### config.mk
export PLATFORM = sky130hd
export DESIGN_NAME = repair_seq_ctrl
export DESIGN_NICKNAME = d
export VERILOG_FILES = /design/src/rtl/repair_seq_ctrl.sv
export SDC_FILE = /design/constraint.sdc
export NUM_CORES = 1
export LEC_CHECK = 0
export CORE_UTILIZATION = 60
export DETAILED_ROUTE_END_ITERATION = 8
export DONT_BUFFER_PORTS = 1
export MAX_ROUTING_LAYER = met4
export PLACE_DENSITY = 0.85
export SETUP_SLACK_MARGIN = 0.02
export SLEW_MARGIN = 25
export SYNTH_ARGS = -nofsm -noshare
export SYNTH_HDL_FRONTEND = slang
export SYNTH_SLANG_ARGS = --single-unit
### constraint.sdc
create_clock -name clk -period 5.1 [get_ports clk]
set_input_delay 0.51 -clock clk [delete_from_list [all_inputs] [get_ports clk]]
set_output_delay 0.51 -clock clk [all_outputs]
set_load 0.005 [all_outputs]
### src/rtl/repair_seq_ctrl.sv
// repair_seq_ctrl
//   Searches for a spare-row repair solution. The set of occupied PCAM entries
//   is captured at start. Candidate selection vectors that use exactly
//   k = min(popcount(occupied), SPARE) occupied entries are then issued in
//   ascending numeric order to an external coverage checker. The search stops
//   on the first passing candidate, when the candidates run out, or when the
//   checker does not answer in time.
//
// Ports
//   clk          in   rising-edge clock
//   rst          in   asynchronous active-high reset
//   start        in   one-cycle search request, honoured only in IDLE
//   pcam_valid   in   [PCAM] occupied PCAM entries (bit PCAM-1 = entry 0)
//   chk_done     in   checker finished evaluating the issued candidate
//   chk_pass     in   candidate covers all faults (qualified by chk_done)
//   dsss         out  [PCAM] candidate selection vector to the address mux
//   dsss_valid   out  one-cycle strobe for a new candidate on dsss
//   busy         out  search in progress (LOAD through DONE)
//   done         out  one-cycle completion pulse
//   repairable   out  search result, held until the next accepted start
//   timeout      out  search ended because the checker did not answer
//   tried_cnt    out  [8] candidates issued, saturating at 255
//
// state | meaning
// ------+-------------------------------------------------------------
// IDLE  | waiting for start; results of the last search held
// LOAD  | register k, reset candidate counter
// SCAN  | test one candidate per cycle against occupancy and weight k
// ISSUE | present candidate on dsss with a one-cycle strobe
// WAIT  | wait for checker verdict or timer expiry
// DONE  | one-cycle completion pulse, then back to IDLE

module repair_seq_ctrl #(
    parameter int PCAM    = 8,
    parameter int SPARE   = 4,
    parameter int TIMEOUT = 64
) (
    input  logic            clk,
    input  logic            rst,
    input  logic            start,
    input  logic [PCAM-1:0] pcam_valid,
    input  logic            chk_done,
    input  logic            chk_pass,
    output logic [PCAM-1:0] dsss,
    output logic            dsss_valid,
    output logic            busy,
    output logic            done,
    output logic            repairable,
    output logic            timeout,
    output logic [7:0]      tried_cnt
);

    localparam int KW = $clog2(PCAM + 1);
    localparam int TW = (TIMEOUT > 1) ? $clog2(TIMEOUT) : 1;
    localparam logic [TW-1:0] TMAX = TW'(TIMEOUT - 1);

    localparam logic [2:0] S_IDLE  = 3'd0;
    localparam logic [2:0] S_LOAD  = 3'd1;
    localparam logic [2:0] S_SCAN  = 3'd2;
    localparam logic [2:0] S_ISSUE = 3'd3;
    localparam logic [2:0] S_WAIT  = 3'd4;
    localparam logic [2:0] S_DONE  = 3'd5;

    logic [2:0]      state;
    logic [PCAM-1:0] valid_q;
    logic [PCAM-1:0] cand;
    logic [KW-1:0]   k;
    logic [TW-1:0]   timer;
    logic            cand_match;
    logic            cand_last;

    function automatic logic [KW-1:0] popcount(input logic [PCAM-1:0] v);
        logic [KW-1:0] c;
        c = '0;
        for (int i = 0; i < PCAM; i++) begin
            c = c + KW'(v[i]);
        end
        return c;
    endfunction

    // A candidate may only select occupied entries and must use exactly k.
    assign cand_match = ((cand & ~valid_q) == '0) && (popcount(cand) == k);
    assign cand_last  = (cand == '1);

    assign dsss_valid = (state == S_ISSUE);
    assign busy       = (state != S_IDLE);
    assign done       = (state == S_DONE);

    always_ff @(posedge clk or posedge rst) begin
        if (rst) begin
            state      <= S_IDLE;
            valid_q    <= '0;
            cand       <= '0;
            k          <= '0;
            timer      <= '0;
            dsss       <= '0;
            repairable <= 1'b0;
            timeout    <= 1'b0;
            tried_cnt  <= '0;
        end else begin
            case (state)
                S_IDLE: begin
                    if (start) begin
                        valid_q    <= pcam_valid;
                        repairable <= 1'b0;
                        timeout    <= 1'b0;
                        tried_cnt  <= '0;
                        state      <= S_LOAD;
                    end
                end
                S_LOAD: begin
                    if (int'(popcount(valid_q)) > SPARE) begin
                        k <= KW'(SPARE);
                    end else begin
                        k <= popcount(valid_q);
                    end
                    cand  <= '0;
                    state <= S_SCAN;
                end
                S_SCAN: begin
                    if (cand_match) begin
                        dsss  <= cand;
                        state <= S_ISSUE;
                    end else if (cand_last) begin
                        repairable <= 1'b0;
                        state      <= S_DONE;
                    end else begin
                        cand <= cand + PCAM'(1);
                    end
                end
                S_ISSUE: begin
                    if (tried_cnt != 8'hFF) begin
                        tried_cnt <= tried_cnt + 8'd1;
                    end
                    timer <= '0;
                    state <= S_WAIT;
                end
                S_WAIT: begin
                    // A checker answer on the expiry cycle wins over timeout.
                    if (chk_done) begin
                        if (chk_pass) begin
                            repairable <= 1'b1;
                            state      <= S_DONE;
                        end else if (cand_last) begin
                            repairable <= 1'b0;
                            state      <= S_DONE;
                        end else begin
                            cand  <= cand + PCAM'(1);
                            state <= S_SCAN;
                        end
                    end else if (timer == TMAX) begin
                        repairable <= 1'b0;
                        timeout    <= 1'b1;
                        state      <= S_DONE;
                    end else begin
                        timer <= timer + TW'(1);
                    end
                end
                S_DONE: begin
                    state <= S_IDLE;
                end
                default: begin
                    state <= S_IDLE;
                end
            endcase
        end
    end

endmodule

==> out/qor.txt <==
status: finished clean
Top FF cell, synth: dfrtp_1
Die X: 69.69 um
worst reg2reg path depth: 15
Mapped Area: 0.002749 sq mm
clk sinks: 47
Final ANT Viol Nets: 0
Sequential Power Share: 36.7%
vias per inst: 5.982
total die area: 0.004856 sq mm
final setup fails: 0
clock-pin slew on the worst setup and hold paths: 0.08 ns
Hold Path Class: primary input to async pin
Max-Cap Viols: 0
Max VDD drop: 0.3693 mV
critical path class: flop to flop
Crit path largest cell delay: 0.51 ns
vias in the first global route: 2030
clk_skew: 0.003559 ns
final core utilization: 65.13%
core area: 0.004384 sq mm
row count: 24
critical path peak fanout: 20
GPL Wtd Cong: 0.9111
Slew HR: 45.94%
R2R Setup Slk: 0.73 ns
CTS resizes: 0
slowest cell on the critical path: fa_1
CTS Buf Count: 5
worst r2r dst: cand[3]
Clock Power Share: 13.8%
area leader, netlist: dfrtp_1
drt wl/cell: 15.83 um
PwrDens: 577.4 mW/mm^2
ant diodes: 0
ratio of cells with drive above 1 in the final layout: 9.187%
Critical Path RT: 5.31 ns
Port Buf Inserts: 0
worst reg2reg startpoint: cand[3]
CTS tree: yes
asr flop ratio synth: 100.0%
I/O pins: 34
initial antenna violation count: 0
Ys Warns: 0
Post-Syn Area per Cell: 9.645 sq um
buffer depth of the longest clock path: 2
1st-pass router iterations: 4
Final Hold Vio Count: 0
Slew @ Worst Pin: 0.8099 ns
DRC viols: 0
largest net degree at the start of global routing: 48
syn nets: 315
Yosys top cell area share: 42.79%
Leak Pwr: 1.336 nW
Nets: 313
Slew Limit Fails: 0
NetSw: 0.7210 mW
Area Overhead vs Synth: 3.869%
Die Y: 69.69 um
Critical Path, Cell by Cell: inv_1, fa_1, fa_1, fa_1, inv_1, ha_1, inv_1, fa_1, xor2_1, nand2_1, nor4_2, nand3_1, buf_4, a311o_1, o31ai_1
initial core utilization: 62.70%
DP Wirelength: 3.910 mm
unrepaired setup endpoints after global routing: false
Routed WL: 5.303 mm
setup TNS: 0 ns
achievable frequency: 228.9 MHz
GRT Total Usage: 24.48%
CP arrival: 4.58 ns
Mapped Cells: 285
Post-CTS Setup Bufs: 0
detailed router's first-iteration violation count: 118
gr ovfl total: 0
Unique masters post-synth: 53
H-tree levels: 2
most used cell, CP: fa_1
Sw Share: 43.73%
most frequent cells in the layout: dfrtp_1 (47), nand2_1 (37), inv_1 (23)
post-route minimum period: 4.369 ns
Setup crit start kind: flop
clock latency on the worst-skew pair: 0.30 ns
global-route wire length before repair: 9.142 mm
CTS Hold Bufs: 0
routed via count: 2004
CTS root buf: clkbuf_8
synth top area cells: dfrtp_1 (43%), fa_1 (5.8%), nand2_1 (5.1%)
P_int: 0.9277 mW
most common cell after layout, fill and taps aside: dfrtp_1
EDFF count, synth: 0
Gate power share: 49.5%
Yosys reg bits: 47
Tcrit/Tclk final: 85.67%
Setup crit end kind: flop
sequential share of the synthesized area: 42.79%
## state kept, by name (all words and copies together) (netlist names)
register / cells
dsss: 8
valid_q: 8
timeout: 1
state: 3
cand: 8
timer: 6
repairable: 1
tried_cnt: 8
k: 4
## power by group through the flow
stage                     Sequential [mW]  Clock, mW  Combinational [mW]
after floorplan                     0.565          0               0.680
after global placement              0.608          0               0.753
after detailed placement            0.613          0               0.808
after CTS                           0.606      0.230               0.816
after global routing                0.623      0.245               0.941
final                               0.605      0.228               0.815
## routing by layer
layer / track usage (%) / vias up / routed length, um
met4: 8.444 / 0 / 110
met3: 5.669 / 13 / 254
met1: 30.43 / 971 / 2320
li1: - / 966 / -
met5: - / - / 0
met2: 39.59 / 54 / 2618
## Yosys cell counts (3+ instances only)
cell type  instances
and3_1             3
a311o_1            3
nand4_1            8
o21ai_1           13
nor2_1            22
nor3_1             3
clkbuf_1           3
nand2b_1           5
dfrtp_1           47
mux2_1             4
nand2_1           37
inv_1             24
fa_1               8
a21oi_1           11
xor2_1            10
nand3_1            7
and2_1             5
ha_1               9
o21ai_0            8
nor2b_1            4
inv_2              4
buf_2              5
o22ai_1            3
## worst max-delay path, delay by kind of cell (launching register included)
family	cells	cell delay, ns
fa+ha+maj	5	2.01
simple gates	3	0.71
buf+inv	4	0.63
flops	1	0.41
compound gates	2	0.38
xor+xnor	1	0.14
## logic make-up (layout without fill, tap and decap cells)
kind of cell	count (synthesis)	after routing	share of synthesized area, %
flops	47	47	42.79
fa+ha+maj	17	17	9.923
simple gates	109	109	20.98
compound gates	54	54	13.47
xor+xnor	12	12	3.823
buf+inv	38	36	5.826
mux	8	8	3.186
## metrics by stage
step	power, mW	setup WS (ns)	std cells	area (sq um)	hold slack (ns)
3_3_place_gp	1.361	0.8667	328	2766	0.4751
6_report	1.649	0.7306	335	2855	0.2143
4_1_cts	1.652	0.7263	335	2854	0.3292
3_5_place_dp	1.421	0.7615	328	2766	0.4970
2_1_floorplan	1.246	1.325	285	2749	0.4596
5_1_grt	1.809	0.4905	335	2855	0.2880
## cell type report
type | count | area [sq um]
sequential | 47 | 1176
clock buffer | 6 | 82.58
timing repair buffer | 1 | 7.507
multi-input combinational | 200 | 1413
fill | 345 | 1529
clock inverter | 1 | 5.005
inverter | 28 | 106.4
tap | 52 | 65.06
## how the worst max path moves through the flow
stage	to	slack, ns	start
2_1_floorplan	cand[6]	1.32	cand[0]
3_3_place_gp	cand[3]	0.87	cand[3]
3_5_place_dp	cand[3]	0.76	cand[3]
4_1_cts	cand[3]	0.73	cand[3]
5_1_grt	cand[3]	0.49	cand[0]
6_report	cand[3]	0.73	cand[3]
(Power assumes the default switching activity.)
